`config.mk`:
```
export PLATFORM = sky130hd
export DESIGN_NAME = cordic_host_if
export DESIGN_NICKNAME = d
export VERILOG_FILES = /design/src/rtl/cordic_host_if.sv
export SDC_FILE = /design/constraint.sdc
export NUM_CORES = 1
export LEC_CHECK = 0
export ABC_CLOCK_PERIOD_IN_PS = 1900
export BUFFER_PORTS_ARGS = -buffer_cell sky130_fd_sc_hd__buf_4
export CAP_MARGIN = 20
export CORE_ASPECT_RATIO = 2
export CORE_MARGIN = 1.5
export CORE_UTILIZATION = 49
export CTS_BUF_LIST = sky130_fd_sc_hd__clkbuf_8 sky130_fd_sc_hd__clkbuf_16
export DETAILED_ROUTE_END_ITERATION = 7
export PLACE_DENSITY_LB_ADDON = 0.2
export REMOVE_ABC_BUFFERS = 1
export SYNTH_ARGS = -nofsm -noshare
export SYNTH_HDL_FRONTEND = slang
export SYNTH_SLANG_ARGS = --single-unit
```
`constraint.sdc`:
```
create_clock -name clka -period 1.9 [get_ports clka]
set_input_delay 0.475 -clock clka [delete_from_list [all_inputs] [get_ports clka]]
set_output_delay 0.475 -clock clka [all_outputs]
set_load 0.1 [all_outputs]
```
`src/rtl/cordic_host_if.sv`:
```
// Host-side initiator for the CORDIC core start/done handshake.
// Takes one job over a valid/ready request channel and returns the captured result or a timeout error.
module cordic_host_if #(
  parameter int unsigned TIMEOUT_CYCLES = 32
) (
  input  logic       clka,
  input  logic       reset_n,
  input  logic       req_valid,
  output logic       req_ready,
  input  logic       req_mode,
  input  logic [7:0] req_op0,
  input  logic [7:0] req_op1,
  output logic       resp_valid,
  input  logic       resp_ready,
  output logic [7:0] resp_res0,
  output logic [7:0] resp_res1,
  output logic       resp_err,
  output logic       start,
  output logic       cordic_mode,
  output logic [7:0] in_port0,
  output logic [7:0] in_port1,
  input  logic [7:0] out_port0,
  input  logic [7:0] out_port1,
  input  logic       done
);

  localparam int unsigned DW = 8;
  localparam int unsigned CW = 8;
  localparam logic [CW-1:0] CNT_LAST = CW'(TIMEOUT_CYCLES - 1);
  localparam logic [CW-1:0] CNT_MAX  = '1;

  typedef enum logic [1:0] {
    IDLE,
    START,
    WAIT,
    RESP
  } state_t;

  state_t        state_q, state_d;
  logic          req_ready_q, req_ready_d;
  logic          start_q, start_d;
  logic          mode_q, mode_d;
  logic [DW-1:0] op0_q, op0_d;
  logic [DW-1:0] op1_q, op1_d;
  logic          resp_valid_q, resp_valid_d;
  logic [DW-1:0] res0_q, res0_d;
  logic [DW-1:0] res1_q, res1_d;
  logic          err_q, err_d;
  logic [CW-1:0] cnt_q, cnt_d;
  logic          armed_q, armed_d;

  // Next-state and next-output logic; every register holds unless a state moves it.
  always_comb begin
    state_d      = state_q;
    req_ready_d  = req_ready_q;
    start_d      = start_q;
    mode_d       = mode_q;
    op0_d        = op0_q;
    op1_d        = op1_q;
    resp_valid_d = resp_valid_q;
    res0_d       = res0_q;
    res1_d       = res1_q;
    err_d        = err_q;
    cnt_d        = cnt_q;
    armed_d      = armed_q;

    case (state_q)
      IDLE: begin
        req_ready_d = 1'b1;
        if (req_valid && req_ready_q) begin
          mode_d      = req_mode;
          op0_d       = req_op0;
          op1_d       = req_op1;
          req_ready_d = 1'b0;
          start_d     = 1'b1;
          state_d     = START;
        end
      end
      START: begin
        start_d = 1'b0;
        cnt_d   = '0;
        armed_d = 1'b0;
        state_d = WAIT;
      end
      WAIT: begin
        if (cnt_q != CNT_MAX) begin
          cnt_d = cnt_q + CW'(1);
        end
        // done only counts once it has been seen low in this job, masking a stale level
        if (!done) begin
          armed_d = 1'b1;
        end
        if (done && armed_q) begin
          res0_d       = out_port0;
          res1_d       = out_port1;
          err_d        = 1'b0;
          resp_valid_d = 1'b1;
          state_d      = RESP;
        end else if (cnt_q >= CNT_LAST) begin
          res0_d       = '0;
          res1_d       = '0;
          err_d        = 1'b1;
          resp_valid_d = 1'b1;
          state_d      = RESP;
        end
      end
      RESP: begin
        if (resp_ready) begin
          resp_valid_d = 1'b0;
          req_ready_d  = 1'b1;
          state_d      = IDLE;
        end
      end
      default: begin
        state_d = IDLE;
      end
    endcase
  end

  // State and output registers.
  always_ff @(posedge clka or negedge reset_n) begin
    if (!reset_n) begin
      state_q      <= IDLE;
      req_ready_q  <= 1'b1;
      start_q      <= 1'b0;
      mode_q       <= 1'b0;
      op0_q        <= '0;
      op1_q        <= '0;
      resp_valid_q <= 1'b0;
      res0_q       <= '0;
      res1_q       <= '0;
      err_q        <= 1'b0;
      cnt_q        <= '0;
      armed_q      <= 1'b0;
    end else begin
      state_q      <= state_d;
      req_ready_q  <= req_ready_d;
      start_q      <= start_d;
      mode_q       <= mode_d;
      op0_q        <= op0_d;
      op1_q        <= op1_d;
      resp_valid_q <= resp_valid_d;
      res0_q       <= res0_d;
      res1_q       <= res1_d;
      err_q        <= err_d;
      cnt_q        <= cnt_d;
      armed_q      <= armed_d;
    end
  end

  assign req_ready   = req_ready_q;
  assign start       = start_q;
  assign cordic_mode = mode_q;
  assign in_port0    = op0_q;
  assign in_port1    = op1_q;
  assign resp_valid  = resp_valid_q;
  assign resp_res0   = res0_q;
  assign resp_res1   = res1_q;
  assign resp_err    = err_q;

endmodule

```
==> out/qor.txt <==
top area cells in the synthesized netlist -> dfrtp_1 55%, mux2_2 9.4%, a22o_2 4.2%, ha_1 3.5%, a22o_1 3.3%
Compound-Gate Fraction of Synth Area -> 0.188
FF-to-FF path depth -> 6
fin crit period -> 1.71 ns
Crit Path Max Fanout -> 17
type of the worst min-delay path -> in -> async
Antenna diodes -> 0
clock tree sinks -> 48
FF+latch count, synth -> 48
Post-DRT Antenna Nets -> 0
Initial Util -> 0.501
CP Cell Sequence -> inv_1 -> ha_1 -> buf_4 -> and3_1 -> buf_4 -> a22o_2
drc violations -> 0
H-tree depth -> 2
Iteration-0 DRC Markers -> 29
achievable clock frequency -> 586 MHz
final global-route overflow total -> 0
Fillers -> 340
critical path type -> reg -> reg
vias in the first global route -> 1746
pin count of the biggest net entering global routing -> 49
post-cts gate resize count -> 0
Hold Slack -> 0.178 ns
CP Capture Type -> flip-flop
outcome -> finished clean
first-pass GRT wire length -> 8150 µm
Post-Synth Adder-Cell Area -> 0.0349
drt pass-1 iters -> 7
CTS Root Cell -> clkbuf_8
XOR/XNOR share of the synthesized area -> 0
most used cell, CP -> buf_4
TritonCTS buffer count -> 5
combinational family with the most area after synthesis -> compound AO/OA/AOI/OAI gates
register area -> 1200 µm²
CP max stage delay -> 0.44 ns
largest area contributor in the netlist -> dfrtp_1
Die X -> 49.9 µm
slew margin rel. -> 0.613
# nets final -> 299
worst slew pin tran -> 0.580 ns
Synth warnings -> 0
Mapped Cells -> 173
unrepaired setup endpoints after global routing -> no
maxcap violations -> 0
CTS max path bufs -> 2
vias per inst -> 5.59
setup tns final -> 0 ns
CP Launch Type -> flip-flop
die area -> 4820 µm²
slowest CP cell -> dfrtp_1
final WL -> 4920 µm
CTS tree -> built
antenna violations before repair -> 0
final hold vios -> 0
port bufs -> 74
CTS Hold Bufs -> 0
final setup violation count -> 0
mapped cell area -> 2150 µm²
final slew viol count -> 0
setup bufs post-CTS -> 0
Skew-Pair Late Insertion Delay -> 0.30 ns
GPL Wtd Cong -> 0.846
share of Yosys cell area claimed by the top area cell type -> 0.547
Cell Rows -> 34
simple-gate share of the synthesized area -> 0.0907
Ports -> 75
crit path DAT -> 1.89 ns
total number of vias -> 1733
footprint of the multi-input gates -> 877 µm²
layout cells sized above 1 -> 0.480
Yosys cell types -> 44
clk_skew -> 0.00865 ns
core area -> 4300 µm²
chip height -> 96.7 µm
post-synthesis mux area share -> 0.0942
wire per inst -> 15.9 µm
DP HPWL -> 3700 µm
GRT Total Usage -> 0.220
Req. time, crit path -> 2.08 ns
syn avg cell area -> 12.4 µm²
Tcrit/Tclk final -> 0.898
Reg clk slew, reported paths -> 0.09 ns
share of the yosys chip area belonging to registers -> 0.559
Area Growth Syn to Fin -> 35.2%
[cells in the final DEF, fill, tap and decap left out, drive strengths merged, types with 2 or more instances in the layout]
| cell type | synthesis | layout |
|---|---|---|
| buf | 5 | 83 |
| dfrtp | 47 | 47 |
| mux2 | 18 | 18 |
| a22o | 17 | 17 |
| inv | 8 | 9 |
| a21oi | 8 | 8 |
| nand2 | 7 | 7 |
| nand3 | 7 | 7 |
| ha | 6 | 6 |
| clkbuf | 3 | 6 |
| o21ai | 5 | 5 |
| and3 | 4 | 4 |
| nor3 | 4 | 4 |
| nor2 | 4 | 4 |
| nand4 | 3 | 3 |
| and4 | 2 | 2 |
| nand2b | 2 | 2 |
| o211ai | 2 | 2 |
| o311ai | 2 | 2 |
[layout make-up]
class / count / share of cell area
Inverter: 8 / 0.0103
Timing Repair Buffer: 83 / 0.218
Tap cell: 54 / 0.0232
Sequential cell: 48 / 0.413
Clock inverter: 2 / 0.00473
Multi-Input combinational cell: 109 / 0.302
Clock buffer: 6 / 0.0284
[layer usage]
layer	vias to the layer above	track usage	share of wire	routed length, µm
met5	-	0	0	0
met4	0	0.105	0.028	136
met3	9	0.0340	0.035	172
met2	54	0.397	0.57	2800
met1	857	0.241	0.37	1810
li1	813	-	-	-
[final timing paths]
check / start / end / slack (ns)
max: state_q[0] / resp_res1[7] / 0.19
min: reset_n / cnt_q[3] / 0.18
max reg2reg: state_q[0] / resp_res1[7] / 0.19
min reg2reg: resp_res0[4] / resp_res0[4] / 0.50
max in group asynchronous: reset_n / resp_res0[5] / 1.34
min in group clka: done / armed_q / 0.36
[sequential cells by signal, summed over array words and instances, names as in the netlist]
name	count
start	1
req_ready	1
armed_q	1
resp_res1	8
in_port0	8
cnt_q	8
resp_res0	8
in_port1	8
state_q	2
resp_err	1
resp_valid	1
cordic_mode	1
[synth_stat cells, drive strengths merged]
library cell / count
a211oi: 1
ha: 6
and2: 1
o21ai: 5
a41oi: 1
buf: 5
a311o: 1
nor3: 4
o22ai: 1
o211a: 1
or4: 1
o211ai: 2
dfstp: 1
a21o: 1
a31o: 1
nand3: 7
and4: 2
a311oi: 1
nand2b: 2
a2111o: 1
clkbuf: 3
o32ai: 1
nand2: 7
o2111a: 1
a2111oi: 1
and3: 4
mux2: 18
a32o: 1
dfrtp: 47
o311ai: 2
a22o: 17
nand4: 3
a21oi: 8
o31ai: 1
inv: 8
nor2: 4
or3: 1
a21bo: 1
[per-stage QoR]
step,cell area (µm²),utilization,setup slack [ns],std cells
floorplan,2110,-,0.00403,165
global placement,2810,0.655,0.287,302
detailed placement,2810,0.655,0.234,302
CTS,2910,0.677,0.214,310
global route,2910,0.677,0.109,310
finish,2910,0.677,0.194,310
[critical path: cells and delay by family (launching register included)]
family	cells	cell delay [ns]
AOI/OAI and AO/OA	1	0.27
adders and majority gates	1	0.25
DFF	1	0.44
and+or+nand+nor	1	0.14
buffers and inverters	3	0.49
[logic make-up (layout without fill, tap and decap cells)]
group	after synthesis	in the layout
DFF	48	48
buffers and inverters	16	99
and+or+nand+nor	36	36
adders and majority gates	6	6
AOI/OAI and AO/OA	49	49
muxes	18	18
Power is left out: the tool's default activity adds up to more than one toggle a clock period on the data nets, which glitch-free logic cannot reach.
